$ cat src/rtl/eq_pkg.sv
// Shared types and the band-code to stage-code mapping for the EQ band sequencer.
package eq_pkg;

    // Sequencer states; exposed on state_dbg so checkers can follow the FSM.
    typedef enum logic [1:0] {
        IDLE  = 2'd0,
        DRAIN = 2'd1,
        LOAD  = 2'd2,
        SET   = 2'd3
    } state_t;

    // Default maximum code a single filter stage accepts.
    localparam int STAGE_MAX_DEF = 4;

    // Split an already-clamped band code into four stage codes.
    // Boost fills the second positive stage (g2) first, then the first (g0);
    // cut fills the second negative stage (g3) first, then the first (g1).
    function automatic void map_band(input int code, input int stage_max,
                                     output int g0, output int g1,
                                     output int g2, output int g3);
        int d;
        d  = code - 2 * stage_max;
        g0 = 0;
        g1 = 0;
        g2 = 0;
        g3 = 0;
        if (d >= 0) begin
            g2 = (d > stage_max) ? stage_max : d;
            g0 = d - g2;
        end else begin
            g3 = (-d > stage_max) ? stage_max : -d;
            g1 = -d - g3;
        end
    endfunction

endpackage

$ cat src/rtl/eq_band_sequencer_if.sv
// Filter-chain bus between the sequencer (master) and the Po/Ne/Po/Ne chain (slave).
//
// Handshake: f_in_valid and f_out_valid are single-cycle strobes with no
// back-pressure; a sample moves on every cycle its strobe is high. Upstream
// samples are offered with din_valid and are only taken while in_ready is high;
// anything offered while in_ready is low is dropped.
interface eq_band_sequencer_if #(
    parameter int DIN_W  = 16,
    parameter int DOUT_W = 19,
    parameter int SG_W   = 3
);
    logic              f_in_valid;
    logic [DIN_W-1:0]  f_din;
    logic              f_gainwe;
    logic              f_gainset;
    logic [4*SG_W-1:0] f_gain;
    logic              f_out_valid;
    logic [DOUT_W-1:0] f_dout;

    modport master (
        output f_in_valid, f_din, f_gainwe, f_gainset, f_gain,
        input  f_out_valid, f_dout
    );

    modport slave (
        input  f_in_valid, f_din, f_gainwe, f_gainset, f_gain,
        output f_out_valid, f_dout
    );
endinterface

$ cat src/rtl/eq_gain_map.sv
// Combinational clamp of one band code plus its split into {g0,g1,g2,g3}.
module eq_gain_map
    import eq_pkg::*;
#(
    parameter int GAIN_W    = 8,
    parameter int STAGE_MAX = STAGE_MAX_DEF,
    parameter int SG_W      = $clog2(STAGE_MAX + 1)
) (
    input  logic [GAIN_W-1:0] code,
    output logic [4*SG_W-1:0] stages,
    output logic              clamp
);
    localparam int CODE_MAX = 4 * STAGE_MAX;

    // Clamp out-of-range codes to full boost, then split into stage codes.
    always_comb begin : map_blk
        int code_i;
        int g0;
        int g1;
        int g2;
        int g3;
        code_i = 32'(code);
        clamp  = (code_i > CODE_MAX);
        if (clamp) begin
            code_i = CODE_MAX;
        end
        map_band(code_i, STAGE_MAX, g0, g1, g2, g3);
        stages = {SG_W'(g0), SG_W'(g1), SG_W'(g2), SG_W'(g3)};
    end
endmodule

$ cat src/rtl/eq_band_sequencer.sv
// Gain sequencer for the multi-band EQ cascade: drains the chain, loads every
// band through gainwe, commits with gainset, and switches EQ/bypass only when
// the chain is empty so no sample is ever split between paths.
module eq_band_sequencer
    import eq_pkg::*;
#(
    parameter int N_BANDS      = 10,
    parameter int GAIN_W       = 8,
    parameter int STAGE_MAX    = STAGE_MAX_DEF,
    parameter int SG_W         = $clog2(STAGE_MAX + 1),
    parameter int DIN_W        = 16,
    parameter int DOUT_W       = 19,
    parameter int MAX_INFLIGHT = 63
) (
    input  logic                      clk,
    input  logic                      rst,
    input  logic [N_BANDS*GAIN_W-1:0] gain_all,
    input  logic                      gain_change,
    input  logic                      eq_switch,
    input  logic                      din_valid,
    input  logic [DIN_W-1:0]          din,
    output logic                      in_ready,
    eq_band_sequencer_if.master       fch,
    output logic                      out_valid,
    output logic [DOUT_W-1:0]         dout,
    output logic                      busy,
    output logic                      err_clamp,
    output logic                      err_flow,
    output state_t                    state_dbg
);
    localparam int IDX_W = (N_BANDS > 1) ? $clog2(N_BANDS) : 1;
    localparam int CNT_W = $clog2(MAX_INFLIGHT + 1);

    state_t                    state;
    logic                      pending;
    logic [IDX_W-1:0]          idx;
    logic [N_BANDS*GAIN_W-1:0] snap;
    logic                      gainwe_q;
    logic                      gainset_q;
    logic [CNT_W-1:0]          inflight;
    logic                      eq_active;
    logic                      fin_valid;
    logic [GAIN_W-1:0]         band_code;
    logic [4*SG_W-1:0]         band_stages;
    logic                      band_clamp;

    assign in_ready  = (state == IDLE);
    assign busy      = (state != IDLE);
    assign state_dbg = state;
    assign fin_valid = din_valid & in_ready & eq_active;

    assign band_code = snap[32'(idx) * GAIN_W +: GAIN_W];

    eq_gain_map #(
        .GAIN_W   (GAIN_W),
        .STAGE_MAX(STAGE_MAX),
        .SG_W     (SG_W)
    ) u_map (
        .code  (band_code),
        .stages(band_stages),
        .clamp (band_clamp)
    );

    assign fch.f_in_valid = fin_valid;
    assign fch.f_din      = din;
    assign fch.f_gainwe   = gainwe_q;
    assign fch.f_gainset  = gainset_q;
    assign fch.f_gain     = (state == LOAD) ? band_stages : '0;

    // Reprogramming FSM: request capture, drain, per-band load, commit pulse.
    always_ff @(posedge clk or negedge rst) begin
        if (!rst) begin
            state     <= IDLE;
            pending   <= 1'b0;
            idx       <= '0;
            snap      <= '0;
            gainwe_q  <= 1'b0;
            gainset_q <= 1'b0;
            err_clamp <= 1'b0;
        end else begin
            case (state)
                IDLE: begin
                    if (gain_change || pending) begin
                        state   <= DRAIN;
                        pending <= 1'b0;
                    end
                end
                DRAIN: begin
                    if (gain_change) pending <= 1'b1;
                    if (inflight == '0) begin
                        state     <= LOAD;
                        snap      <= gain_all;
                        idx       <= '0;
                        err_clamp <= 1'b0;
                        gainwe_q  <= 1'b1;
                    end
                end
                LOAD: begin
                    if (gain_change) pending <= 1'b1;
                    if (band_clamp) err_clamp <= 1'b1;
                    if (idx == IDX_W'(N_BANDS - 1)) begin
                        state     <= SET;
                        gainwe_q  <= 1'b0;
                        gainset_q <= 1'b1;
                    end else begin
                        idx <= idx + IDX_W'(1);
                    end
                end
                SET: begin
                    if (gain_change) pending <= 1'b1;
                    gainset_q <= 1'b0;
                    state     <= IDLE;
                end
                default: state <= IDLE;
            endcase
        end
    end

    // Samples inside the filter chain; an output with nothing in flight is an error.
    always_ff @(posedge clk or negedge rst) begin
        if (!rst) begin
            inflight <= '0;
            err_flow <= 1'b0;
        end else if (fin_valid && !fch.f_out_valid) begin
            if (inflight != CNT_W'(MAX_INFLIGHT)) inflight <= inflight + CNT_W'(1);
        end else if (!fin_valid && fch.f_out_valid) begin
            if (inflight == '0) err_flow <= 1'b1;
            else                inflight <= inflight - CNT_W'(1);
        end
    end

    // Mode changes only take effect with the sequencer idle and the chain empty.
    always_ff @(posedge clk or negedge rst) begin
        if (!rst) begin
            eq_active <= 1'b0;
        end else if (state == IDLE && inflight == '0) begin
            eq_active <= eq_switch;
        end
    end

    // Output register: filter result in EQ mode, sign-extended input in bypass.
    always_ff @(posedge clk or negedge rst) begin
        if (!rst) begin
            out_valid <= 1'b0;
            dout      <= '0;
        end else if (eq_active) begin
            out_valid <= fch.f_out_valid;
            dout      <= fch.f_dout;
        end else begin
            out_valid <= din_valid & in_ready;
            dout      <= {{(DOUT_W - DIN_W){din[DIN_W-1]}}, din};
        end
    end
endmodule

$ cat src/flat_wrapper.sv
// flat-port wrapper written by rule: the top's interface ports become plain ports
module eq_band_sequencer_flat import eq_pkg::*;
#(
    parameter int N_BANDS      = 10,
    parameter int GAIN_W       = 8,
    parameter int STAGE_MAX    = STAGE_MAX_DEF,
    parameter int SG_W         = $clog2(STAGE_MAX + 1),
    parameter int DIN_W        = 16,
    parameter int DOUT_W       = 19,
    parameter int MAX_INFLIGHT = 63
)
  (clk, rst, gain_all, gain_change, eq_switch, din_valid, din, in_ready, out_valid, dout, busy, err_clamp, err_flow, state_dbg, fch_f_in_valid, fch_f_din, fch_f_gainwe, fch_f_gainset, fch_f_gain, fch_f_out_valid, fch_f_dout);
  eq_band_sequencer_if #(.DIN_W(DIN_W), .DOUT_W(DOUT_W), .SG_W(SG_W)) fch_i ();
  input  logic clk;
  input  logic rst;
  input  logic [N_BANDS*GAIN_W-1:0] gain_all;
  input  logic gain_change;
  input  logic eq_switch;
  input  logic din_valid;
  input  logic [DIN_W-1:0] din;
  output logic in_ready;
  output logic out_valid;
  output logic [DOUT_W-1:0] dout;
  output logic busy;
  output logic err_clamp;
  output logic err_flow;
  output state_t state_dbg;
  output wire logic [$bits(fch_i.f_in_valid)-1:0] fch_f_in_valid;
  output wire logic [$bits(fch_i.f_din)-1:0] fch_f_din;
  output wire logic [$bits(fch_i.f_gainwe)-1:0] fch_f_gainwe;
  output wire logic [$bits(fch_i.f_gainset)-1:0] fch_f_gainset;
  output wire logic [$bits(fch_i.f_gain)-1:0] fch_f_gain;
  input wire logic [$bits(fch_i.f_out_valid)-1:0] fch_f_out_valid;
  input wire logic [$bits(fch_i.f_dout)-1:0] fch_f_dout;
  assign fch_f_in_valid = fch_i.f_in_valid;
  assign fch_f_din = fch_i.f_din;
  assign fch_f_gainwe = fch_i.f_gainwe;
  assign fch_f_gainset = fch_i.f_gainset;
  assign fch_f_gain = fch_i.f_gain;
  assign fch_i.f_out_valid = fch_f_out_valid;
  assign fch_i.f_dout = fch_f_dout;
  eq_band_sequencer #(.N_BANDS(N_BANDS), .GAIN_W(GAIN_W), .STAGE_MAX(STAGE_MAX), .SG_W(SG_W), .DIN_W(DIN_W), .DOUT_W(DOUT_W), .MAX_INFLIGHT(MAX_INFLIGHT)) u_core (.clk(clk), .rst(rst), .gain_all(gain_all), .gain_change(gain_change), .eq_switch(eq_switch), .din_valid(din_valid), .din(din), .in_ready(in_ready), .fch(fch_i), .out_valid(out_valid), .dout(dout), .busy(busy), .err_clamp(err_clamp), .err_flow(err_flow), .state_dbg(state_dbg));
endmodule
$ cat config.mk
export PLATFORM = sky130hd
export DESIGN_NAME = eq_band_sequencer_flat
export DESIGN_NICKNAME = d
export VERILOG_FILES = /design/src/rtl/eq_pkg.sv /design/src/rtl/eq_band_sequencer_if.sv /design/src/rtl/eq_gain_map.sv /design/src/rtl/eq_band_sequencer.sv /design/src/flat_wrapper.sv
export SDC_FILE = /design/constraint.sdc
export NUM_CORES = 1
export LEC_CHECK = 0
export ABC_AREA = 1
export CAP_MARGIN = 20
export CORE_MARGIN = 4
export CORE_UTILIZATION = 65
export DETAILED_ROUTE_END_ITERATION = 10
export DONT_BUFFER_PORTS = 1
export PLACE_DENSITY = 0.87
export SETUP_SLACK_MARGIN = 0.02
export SYNTH_ARGS = -nofsm -noshare
export SYNTH_HDL_FRONTEND = slang
export SYNTH_HIERARCHICAL = 1
export SYNTH_SLANG_ARGS = --single-unit
$ cat constraint.sdc
create_clock -name clk -period 9.7 [get_ports clk]
set_input_delay 1.94 -clock clk [delete_from_list [all_inputs] [get_ports clk]]
set_output_delay 1.94 -clock clk [all_outputs]
set_load 0.005 [all_outputs]
==> parameters.txt <==
Parameter                              Value

Clocking
  Clock tree from TritonCTS ... yes
  Number of hold-repair buffers added at the cts stage ... 0
  H-tree depth ... 4
  Skew-Pair Late Insertion Delay ... 0.51 ns
  Number of buffers inserted during clock tree synthesis ... 17
  Reg clk slew, reported paths ... 0.06 ns
  Post-cts repair resize count ... 0
  Buffers inserted by post-CTS timing repair ... 0
  Clock Root Buffer ... sky130_fd_sc_hd__clkbuf_8
  Clock Tree Buf Depth ... 2
  Clk sink count ... 118

Routing
  Detailed-route wire length ... 16200 um
  Vias per std cell ... 5.70
  Average wire per standard cell ... 16.1 um
  Antenna viol nets, final ... 0
  Number of remaining DRC errors ... 0
  Router iterations before antenna repair ... 5
  Iteration-0 DRC count of the detailed router ... 559
  Number of vias after detailed routing ... 5731

Worst setup path
  CP Class ... flop to output port
  Launch instance of the worst register-to-register path ... u_core/idx[1]
  CP Launch Point ... u_core/idx[1]
  Worst setup SP type ... flop
  Kind of end point of the critical path ... output port
  Worst EP required ... 7.76 ns
  Arrival time at the worst endpoint ... 5.92 ns
  Critical path fanouts, max ... 30

Power
  Maximum vdd drop ... 0.203 mV
  Cell Int Power ... 1.35 mW
  Switching power share of the total ... 0.414
  Proportion of power drawn by combinational gates ... 0.377
  Fraction of power consumed by the clock network ... 0.252
  Total power per unit cell area ... 317 nW/um^2
  Total leakage power ... 3.45 nW
  Register share of total power ... 0.371
  Net switching power of the design ... 0.957 mW

Synthesis
  Yosys top cell by area ... sky130_fd_sc_hd__dfrtp_1
  Number of unique standard cell types used by synthesis ... 39
  Number of warning messages in the yosys log ... 6
  Netlist Area Pre-Place ... 6870 sq um
  Per-instance average area after synthesis ... 7.74 sq um
  Sequential area share after synthesis ... 0.430
  Post-synth top area share ... 0.430
  Number of storage elements in the synthesis netlist ... 118
  Synth area leaders ... sky130_fd_sc_hd__dfrtp_1, sky130_fd_sc_hd__nand2_1, sky130_fd_sc_hd__o21ai_0
  Synthesized netlist cell count ... 888

Layout
  # fillers ... 786
  Register cell area after layout ... 2950 sq um
  Layout cell share with drive strength beyond 1 ... 0.0955
  Final antenna diode count ... 0
  Area occupied by multi-input gates ... 3180 sq um
  Area overhead of the layout relative to synthesis ... 5.90%
  Net total in the final layout ... 1006

GRT
  Number of global-route vias before repair ... 5537
  Largest net degree at the start of global routing ... 119
  First-pass GRT wire length ... 26200 um
  Global router's overall resource usage ... 0.266
  Number of antenna violations at the first check in global routing ... 0
  Overall overflow remaining after global route ... 0

STA
  Setup-failing EPs final ... 0
  Crit share post-route ... 0.810
  Maximum clock frequency ... 127 MHz
  Transition at the pin with the smallest max-transition slack ... 1.08 ns
  Relative max-transition margin ... 0.283
  Tmin final ... 7.86 ns
  Setup repair after global routing missed its margin ... false
  Worst Clk Skew ... 0.00813 ns
  Pins Over Slew Limit ... 0
  Final Hold Slack ... 0.498 ns
  Hold Vio Cnt, Final ... 0
  Crit path setup slack, layout ... 1.84 ns
  Final setup TNS ... 0 ns

Floorplan
  Standard-cell row count ... 37
  Chip height ... 111 um
  Die W ... 111 um
  I/O pin cnt ... 178
  Starting utilization of the core area ... 0.666
  Placeable core area ... 10300 sq um
  Area of the die ... 12300 sq um

Hold path
  Startpoint of the tightest hold check path ... u_core/snap[76]
  Worst min-delay path category ... flop to flop

Placed design
  Final Wtd Congestion ... 0.901
  Estimated wirelength of the detail-placed design ... 11500 um
  Setup Slack @ Placement ... 2.52 ns
  Number of I/O port buffers ... 0

Flow run
  Max Cap Violations ... 0

Run status
  Result of the run ... finished, final reports clean
worst max-delay path, cell delays in order, from the launching register on:
cell and delay [ns]:
sky130_fd_sc_hd__dfrtp_1 1.05, sky130_fd_sc_hd__clkinv_1 0.53, sky130_fd_sc_hd__o211ai_1 0.25, sky130_fd_sc_hd__nand3_1 0.10, sky130_fd_sc_hd__nand3_1 0.11, sky130_fd_sc_hd__nand2_1 0.18
sky130_fd_sc_hd__nor2_2 0.17, sky130_fd_sc_hd__nand2_1 0.07, sky130_fd_sc_hd__nand2_2 0.11, sky130_fd_sc_hd__nand2_4 0.09, sky130_fd_sc_hd__nor2_1 0.19, sky130_fd_sc_hd__ha_1 0.29
sky130_fd_sc_hd__nor2_1 0.41, sky130_fd_sc_hd__nand4_1 0.16, sky130_fd_sc_hd__ha_1 0.31, sky130_fd_sc_hd__nand2_1 0.05, sky130_fd_sc_hd__nor2_1 0.09, sky130_fd_sc_hd__nand3_1 0.07
sky130_fd_sc_hd__nor3_1 0.14, sky130_fd_sc_hd__nand3_1 0.14, sky130_fd_sc_hd__nand3b_1 0.22, sky130_fd_sc_hd__nand4_1 0.15, sky130_fd_sc_hd__ha_1 0.26, sky130_fd_sc_hd__inv_1 0.06
sky130_fd_sc_hd__nor2_1 0.04, sky130_fd_sc_hd__nand2_1 0.08, sky130_fd_sc_hd__inv_1 0.06
cell type report:
cell class / count / share of cell area
Multi-Input combinational cell: 616 / 0.437
Sequential cell: 118 / 0.406
Clock buffer: 19 / 0.0593
Inverter: 98 / 0.0505
Tap cell: 136 / 0.0234
Clock inverter: 13 / 0.0168
Timing Repair Buffer: 5 / 0.00688
synth_stat cells:
cell type,instances
sky130_fd_sc_hd__or2_0,1
sky130_fd_sc_hd__nor2_1,26
sky130_fd_sc_hd__clkinv_1,2
sky130_fd_sc_hd__or2_2,1
sky130_fd_sc_hd__nor3_4,2
sky130_fd_sc_hd__buf_4,16
sky130_fd_sc_hd__fa_1,1
sky130_fd_sc_hd__xnor2_1,2
sky130_fd_sc_hd__nor2_2,4
sky130_fd_sc_hd__nand3_2,3
sky130_fd_sc_hd__xor2_2,1
sky130_fd_sc_hd__inv_1,92
sky130_fd_sc_hd__nand3_4,1
sky130_fd_sc_hd__o21ai_2,20
sky130_fd_sc_hd__inv_2,4
sky130_fd_sc_hd__a21oi_1,18
sky130_fd_sc_hd__o211ai_1,26
sky130_fd_sc_hd__o21ai_0,74
sky130_fd_sc_hd__nand4_1,12
sky130_fd_sc_hd__o21bai_1,1
sky130_fd_sc_hd__dfrtp_1,118
sky130_fd_sc_hd__nand2_2,3
sky130_fd_sc_hd__xor2_1,2
sky130_fd_sc_hd__ha_1,28
sky130_fd_sc_hd__nand3_1,47
sky130_fd_sc_hd__nor2_4,3
sky130_fd_sc_hd__o21ai_1,13
sky130_fd_sc_hd__buf_2,8
sky130_fd_sc_hd__nand2_4,1
sky130_fd_sc_hd__nand3b_1,2
sky130_fd_sc_hd__buf_6,12
sky130_fd_sc_hd__nor3_2,1
sky130_fd_sc_hd__nor2_8,1
sky130_fd_sc_hd__nand2_1,314
sky130_fd_sc_hd__o211ai_2,1
sky130_fd_sc_hd__a22oi_1,1
sky130_fd_sc_hd__nor3_1,2
sky130_fd_sc_hd__clkbuf_1,22
sky130_fd_sc_hd__conb_1,2
cells by family after synthesis:
logic type | synth area share
AND/OR/NAND/NOR | 0.265
buffers and inverters | 0.108
AO/OA/AOI/OAI | 0.134
flip-flops | 0.430
adder cells (fa/ha/maj) | 0.0539
XOR/XNOR | 0.00746
other | 0.00109
path summary, 6_finish.rpt:
path | depth (start not counted) | slack (ns) | to
worst max-delay path | 26 | 1.84 | fch_f_gain[7]
worst min-delay path | 2 | 0.50 | u_core/snap[76]
worst max register to register | 11 | 6.67 | u_core/err_clamp
worst min register to register | 2 | 0.50 | u_core/snap[76]
max in group asynchronous | 0 | 8.45 | u_core/state_dbg[0]
min in group asynchronous | 0 | 1.11 | u_core/snap[60]
sequential cells by signal, summed over array words and instances (netlist names), 2 cells and up:
| signal | count |
|---|---|
| u_core/dout | 19 |
| u_core/state_dbg | 2 |
| u_core/idx | 4 |
| u_core/inflight | 6 |
| u_core/snap | 80 |
power groups by stage:
stage	logic (mW)	clock network, mW	registers [mW]
after floorplan	0.721	0	0.801
after detailed placement	0.855	0	0.858
after global routing	0.993	0.614	0.882
final	0.870	0.582	0.856
after global placement	0.823	0	0.855
after CTS	0.862	0.588	0.856
routing by layer:
layer	GRT usage	up-vias	part of all wire	routed length (um)
met5	0	-	0	0
met4	0.104	0	0.026	423
met3	0.0715	34	0.091	1480
met2	0.460	291	0.50	8070
met1	0.315	2658	0.38	6190
li1	-	2748	-	-
cell usage in the layout (no fill, tap or decap), types with 3 or more instances in the layout:
cell | netlist | routed
sky130_fd_sc_hd__ha_1 | 28 | 28
sky130_fd_sc_hd__nand4_1 | 12 | 12
sky130_fd_sc_hd__clkbuf_16 | 0 | 16
sky130_fd_sc_hd__clkinvlp_4 | 0 | 4
sky130_fd_sc_hd__nand2_1 | 314 | 314
sky130_fd_sc_hd__o21ai_0 | 74 | 74
sky130_fd_sc_hd__nor2_2 | 4 | 4
sky130_fd_sc_hd__a21oi_1 | 18 | 18
sky130_fd_sc_hd__nor2_1 | 26 | 26
sky130_fd_sc_hd__dfrtp_1 | 118 | 117
sky130_fd_sc_hd__conb_1 | 2 | 4
sky130_fd_sc_hd__nand2_2 | 3 | 3
sky130_fd_sc_hd__o21ai_2 | 20 | 20
sky130_fd_sc_hd__nor2_4 | 3 | 3
sky130_fd_sc_hd__nand3_2 | 3 | 3
sky130_fd_sc_hd__inv_1 | 92 | 92
sky130_fd_sc_hd__o21ai_1 | 13 | 13
sky130_fd_sc_hd__inv_2 | 4 | 4
sky130_fd_sc_hd__buf_4 | 16 | 4
sky130_fd_sc_hd__nand3_1 | 47 | 47
sky130_fd_sc_hd__inv_6 | 0 | 4
sky130_fd_sc_hd__o211ai_1 | 26 | 26
metrics by stage:
| step | power [mW] | std cells | utilization | instance area [sq um] |
|---|---|---|---|---|
| 3_3_place_gp | 1.68 | 972 | 0.649 | 6710 |
| 4_1_cts | 2.31 | 1004 | 0.703 | 7260 |
| 6_report | 2.31 | 1005 | 0.705 | 7280 |
| 5_1_grt | 2.49 | 1005 | 0.705 | 7280 |
| 2_1_floorplan | 1.52 | 890 | - | 6880 |
| 3_5_place_dp | 1.71 | 972 | 0.649 | 6710 |
(Power assumes the default switching activity.)
